**config.mk**
```make
export PLATFORM = sky130hd
export DESIGN_NAME = int_ctrl
export DESIGN_NICKNAME = d
export VERILOG_FILES = /design/src/rtl/int_ctrl.sv
export SDC_FILE = /design/constraint.sdc
export NUM_CORES = 1
export LEC_CHECK = 0
export CORE_ASPECT_RATIO = 2
export CORE_MARGIN = 2
export CORE_UTILIZATION = 37
export CTS_CLUSTER_DIAMETER = 200
export CTS_CLUSTER_SIZE = 28
export DETAILED_ROUTE_END_ITERATION = 16
export GPL_TIMING_DRIVEN = 1
export PLACE_DENSITY = 0.76
export SLEW_MARGIN = 20
export SYNTH_ARGS = -nofsm -noshare
export SYNTH_HDL_FRONTEND = slang
export SYNTH_SLANG_ARGS = --single-unit
```
**constraint.sdc**
```tcl
create_clock -name clk -period 2 [get_ports clk]
set_input_delay 0.6 -clock clk [delete_from_list [all_inputs] [get_ports clk]]
set_output_delay 0.6 -clock clk [all_outputs]
set_load 0.01 [all_outputs]
```
**src/rtl/int_ctrl.sv**
```systemverilog
// int_ctrl
// Memory-mapped interrupt controller sitting in front of the CPU's INTin/INTnum
// inputs. External interrupt lines are synchronised, latched as pending (level
// or edge mode per source), masked, and arbitrated with the lowest index
// winning. The winner is presented as a registered request plus a cause code.
//
// Parameters:
//   N_SRC       number of interrupt sources (1..16)
//   CAUSE_BASE  cause code reported for source 0; source i reports CAUSE_BASE+i
//
// Ports:
//   clk     CPU clock, all state changes on the rising edge
//   rst     asynchronous active-low reset
//   irq     raw external interrupt lines, asynchronous to clk
//   sel     register port select
//   we      1 = write, 0 = read (qualified by sel)
//   addr    register index: 0 PENDING, 1 MASK, 2 EDGE, 3 STATUS
//   wdata   write data
//   rdata   combinational read data, 0 unless a read is selected
//   INTout  registered interrupt request to the CPU
//   INTnum  registered cause code to the CPU
module int_ctrl #(
    parameter int          N_SRC      = 8,
    parameter logic [31:0] CAUSE_BASE = 32'h10
) (
    input  logic             clk,
    input  logic             rst,
    input  logic [N_SRC-1:0] irq,
    input  logic             sel,
    input  logic             we,
    input  logic [1:0]       addr,
    input  logic [31:0]      wdata,
    output logic [31:0]      rdata,
    output logic             INTout,
    output logic [31:0]      INTnum
);

    logic [N_SRC-1:0] s1;
    logic [N_SRC-1:0] s2;
    logic [N_SRC-1:0] s3;
    logic [N_SRC-1:0] pending;
    logic [N_SRC-1:0] mask;
    logic [N_SRC-1:0] edgeMode;
    logic [N_SRC-1:0] setVec;
    logic [N_SRC-1:0] clrVec;
    logic [N_SRC-1:0] cand;
    logic [N_SRC-1:0] wrBits;
    logic [4:0]       id;
    logic             wrPend;
    logic             wrMask;
    logic             wrEdge;

    // Register-port write decode. Only the low N_SRC bits of wdata are
    // meaningful; higher bits have no storage behind them.
    assign wrBits = wdata[N_SRC-1:0];
    assign wrPend = sel & we & (addr == 2'd0);
    assign wrMask = sel & we & (addr == 2'd1);
    assign wrEdge = sel & we & (addr == 2'd2);

    // Two-flop synchroniser for the asynchronous lines, plus a third stage
    // holding the previous synchronised value so rising edges can be seen.
    always_ff @(posedge clk or negedge rst) begin
        if (!rst) begin
            s1 <= '0;
            s2 <= '0;
            s3 <= '0;
        end else begin
            s1 <= irq;
            s2 <= s1;
            s3 <= s2;
        end
    end

    // Edge sources latch on a synchronised rising edge; level sources latch
    // every cycle the line is high. The clear comes from a write-1-to-clear
    // on PENDING.
    always_comb begin
        setVec = (edgeMode & s2 & ~s3) | (~edgeMode & s2);
        clrVec = wrPend ? wrBits : '0;
    end

    // Configuration and pending state. Set is applied after clear so a
    // simultaneous set wins, which keeps a held level source pending.
    always_ff @(posedge clk or negedge rst) begin
        if (!rst) begin
            pending  <= '0;
            mask     <= '0;
            edgeMode <= '0;
        end else begin
            pending <= (pending & ~clrVec) | setVec;
            if (wrMask) begin
                mask <= wrBits;
            end
            if (wrEdge) begin
                edgeMode <= wrBits;
            end
        end
    end

    // Priority pick among unmasked pending sources. Scanning downward lets
    // the lowest index overwrite any higher one, so it wins.
    always_comb begin
        cand = pending & mask;
        id   = '0;
        for (int i = N_SRC - 1; i >= 0; i--) begin
            if (cand[i]) begin
                id = 5'(i);
            end
        end
    end

    // Request and cause code are re-evaluated every cycle, so the request
    // persists until software clears or masks the source.
    always_ff @(posedge clk or negedge rst) begin
        if (!rst) begin
            INTout <= 1'b0;
            INTnum <= '0;
        end else begin
            INTout <= |cand;
            INTnum <= (|cand) ? (CAUSE_BASE + 32'(id)) : '0;
        end
    end

    // Side-effect-free combinational read mux, zero-extending each register.
    always_comb begin
        rdata = '0;
        if (sel && !we) begin
            case (addr)
                2'd0:    rdata = 32'(pending);
                2'd1:    rdata = 32'(mask);
                2'd2:    rdata = 32'(edgeMode);
                default: rdata = {INTout, 26'b0, id};
            endcase
        end
    end

endmodule

```
==> qor.yml <==
synth.distinct_cells: 24
skew_ns: 0.00572
synthFlopType: "dfrtp_1"
numCtsBuffers: 5
core_area_um2: 6360
finalNonFillerCells: 385
syn_inst: 218
crit_required_ns: 1.40
die_area_um2: 7280
drtIter0Drc: 57
ys_seq_elements: 52
routed_wl_mm: 5.16
cts_buffer_depth: 2
grt_pass1_wl_mm: 8.00
path_max_fanout: 3
yosys_warnings: 0
hold_viol_final: 0
io_pins: 111
synth_compound_area_share_pct: 8.59
design_area_um2: 3260
synth-edff-count: 0
num-fill-cells: 552
syn_area_per_cell_um2: 11.2
synth_top_family_by_area: "buffers and inverters"
final-setup-viol-count: 8
power.density_nw_per_um2: 856
grt_overflow: 0
grt_usage_pct: 14.9
rsz0062_at_grt: "true"
hold_path_class: "primary input to asynchronous set/reset pin"
violations: "setup timing"
vdd_drop_max_v: 0.000386
hold-worst-slack_ns: 0.123
vias: 1706
htree_levels: 2
layout_common_cells: "52 x dfrtp_1, 51 x conb_1, 34 x buf_4"
dpl.hpwl_mm: 3.50
critPathArrivalTime_ns: 1.55
synthArstFlopShare_pct: 100
routabilityCongestion: 0.827
seq_area_um2: 1300
multi_input_area_um2: 1000
final_common_cell: "dfrtp_1"
rows: 41
synth_xor_area_share_pct: 0
outcome: "finished, violations left"
worst_slack_ns: -0.146
antenna_found_initial: 0
drt-vias-per-instance: 4.43
cp-end-kind: "primary output"
cts_tree: "built"
dieHeight_um: 119
synth-seq-area-share_pct: 53.5
diodes: 0
critical_path_class: "flip-flop to primary output"
synth_fa_ha_area_share_pct: 0
slew_violations: 0
clk_latency_ns: 0.29
area_growth_pct: 34.1
placed_area_um2: 2910
grt_start_max_net_pins: 49
grt_pass1_vias: 1756
period_share_pct: 107
fin_nets: 344
fmax_mhz: 466
leakagePower_nw: 1.54
port_buffers: 35
firstDrtPassIters: 4
placedCellCount: 361
layout-drive-gt1-share_pct: 33.1
clk_pin_slew_worst_paths_ns: 0.06
finalCriticalPeriod_ns: 2.15
ant_nets: 0
synth-simple-area-share_pct: 10.3
cap_violations: 0
die_w_um: 61.3
synthMuxAreaShare_pct: 10.3
cts-root-buf: "clkbuf_16"
hold_buffers: 0
wl_per_cell_um: 13.4
synth_area_um2: 2430
start_util_pct: 38.3
finalPower_mw: 2.79
worst_setup_path_start_kind: "flip-flop"
clock-sinks: 52
drc: 0
## cell usage after synthesis (2+ instances only)
cell type / n / area (µm²)
nand2b_1: 3 / 18.8
o21a_1: 2 / 15.0
a22o_1: 10 / 87.6
nor2_1: 18 / 67.6
buf_4: 53 / 398
a22oi_1: 2 / 15.0
dfrtp_1: 52 / 1300
a21oi_1: 7 / 35.0
a211oi_1: 3 / 22.5
nor2b_1: 2 / 12.5
buf_2: 3 / 15.0
mux2i_1: 6 / 60.1
nand2_1: 28 / 105
nand3_1: 4 / 20.0
mux2_2: 14 / 158
mux2_1: 3 / 33.8
## worst paths after layout
check                      cells after the start                  from  slack, ns                 endpoint
max                                            5  pending[1]$_DFF_PN0_      -0.15                 rdata[2]
min                                            1                   rst       0.12          s1[4]$_DFF_PN0_
max reg2reg                                    7  pending[5]$_DFF_PN0_       0.69      INTnum[0]$_DFF_PN0_
min reg2reg                                    0       s1[6]$_DFF_PN0_       0.35          s2[6]$_DFF_PN0_
max in group asynchronous                      2                   rst       1.41  edgeMode[1]$_DFFE_PN0P_
min in group clk                               0       s1[6]$_DFF_PN0_       0.35          s2[6]$_DFF_PN0_
## stage by stage
step           setup slack [ns]  util [%]  setup TNS (ns)
2_1_floorplan            0.0106         -               0
5_1_grt                  -0.210      51.3           -1.30
6_report                 -0.146      51.3          -0.714
4_1_cts                  -0.146      50.8          -0.570
3_3_place_gp             -0.941      45.7          -10.55
3_5_place_dp             -0.956      45.7          -11.23
## state kept, by name (all words and copies together) (netlist names)
signal    flops
mask          8
edgeMode      8
pending       8
INTnum        4
s3            8
s1            8
s2            8
## routing by layer
metal | track usage, % | vias up | part of all wire [%]
met3 | 2.52 | 15 | 6.3
met2 | 25.7 | 83 | 56
met1 | 15.2 | 819 | 34
met4 | 10.2 | 0 | 3.8
met5 | 0 | - | 0
li1 | - | 789 | -
## report_power, final
| part | internal [mW] | switching [mW] |
|---|---|---|
| Sequential | 1.17 | 0.0849 |
| Clock | 0.498 | 0.361 |
| Combinational | 0.362 | 0.317 |
## layout make-up
class	count	share of cell area, %
Clock buffer	7	4.37
Clock inverter	1	0.230
Multi-Input combinational cell	159	30.8
Sequential cell	52	39.9
Tap cell	86	3.30
Timing Repair Buffer	80	21.5
## critical path: stages (launching register included)
cell and delay [ns]:
dfrtp_1 0.39, a22oi_2 0.27, nand2_1 0.14, nor2_2 0.14, o221a_2 0.21, buf_6 0.10
## cell families after synthesis
group,after synthesis
and+or+nand+nor,57
buffers and inverters,57
DFF,52
AOI/OAI and AO/OA,28
muxes,23
other,1
## timing repair
action	in CTS	in global routing
buffers inserted	16	1
endpoints found under the setup margin	9	9
pin swaps	13	6
resized for setup	74	6
(Power assumes the default switching activity.)
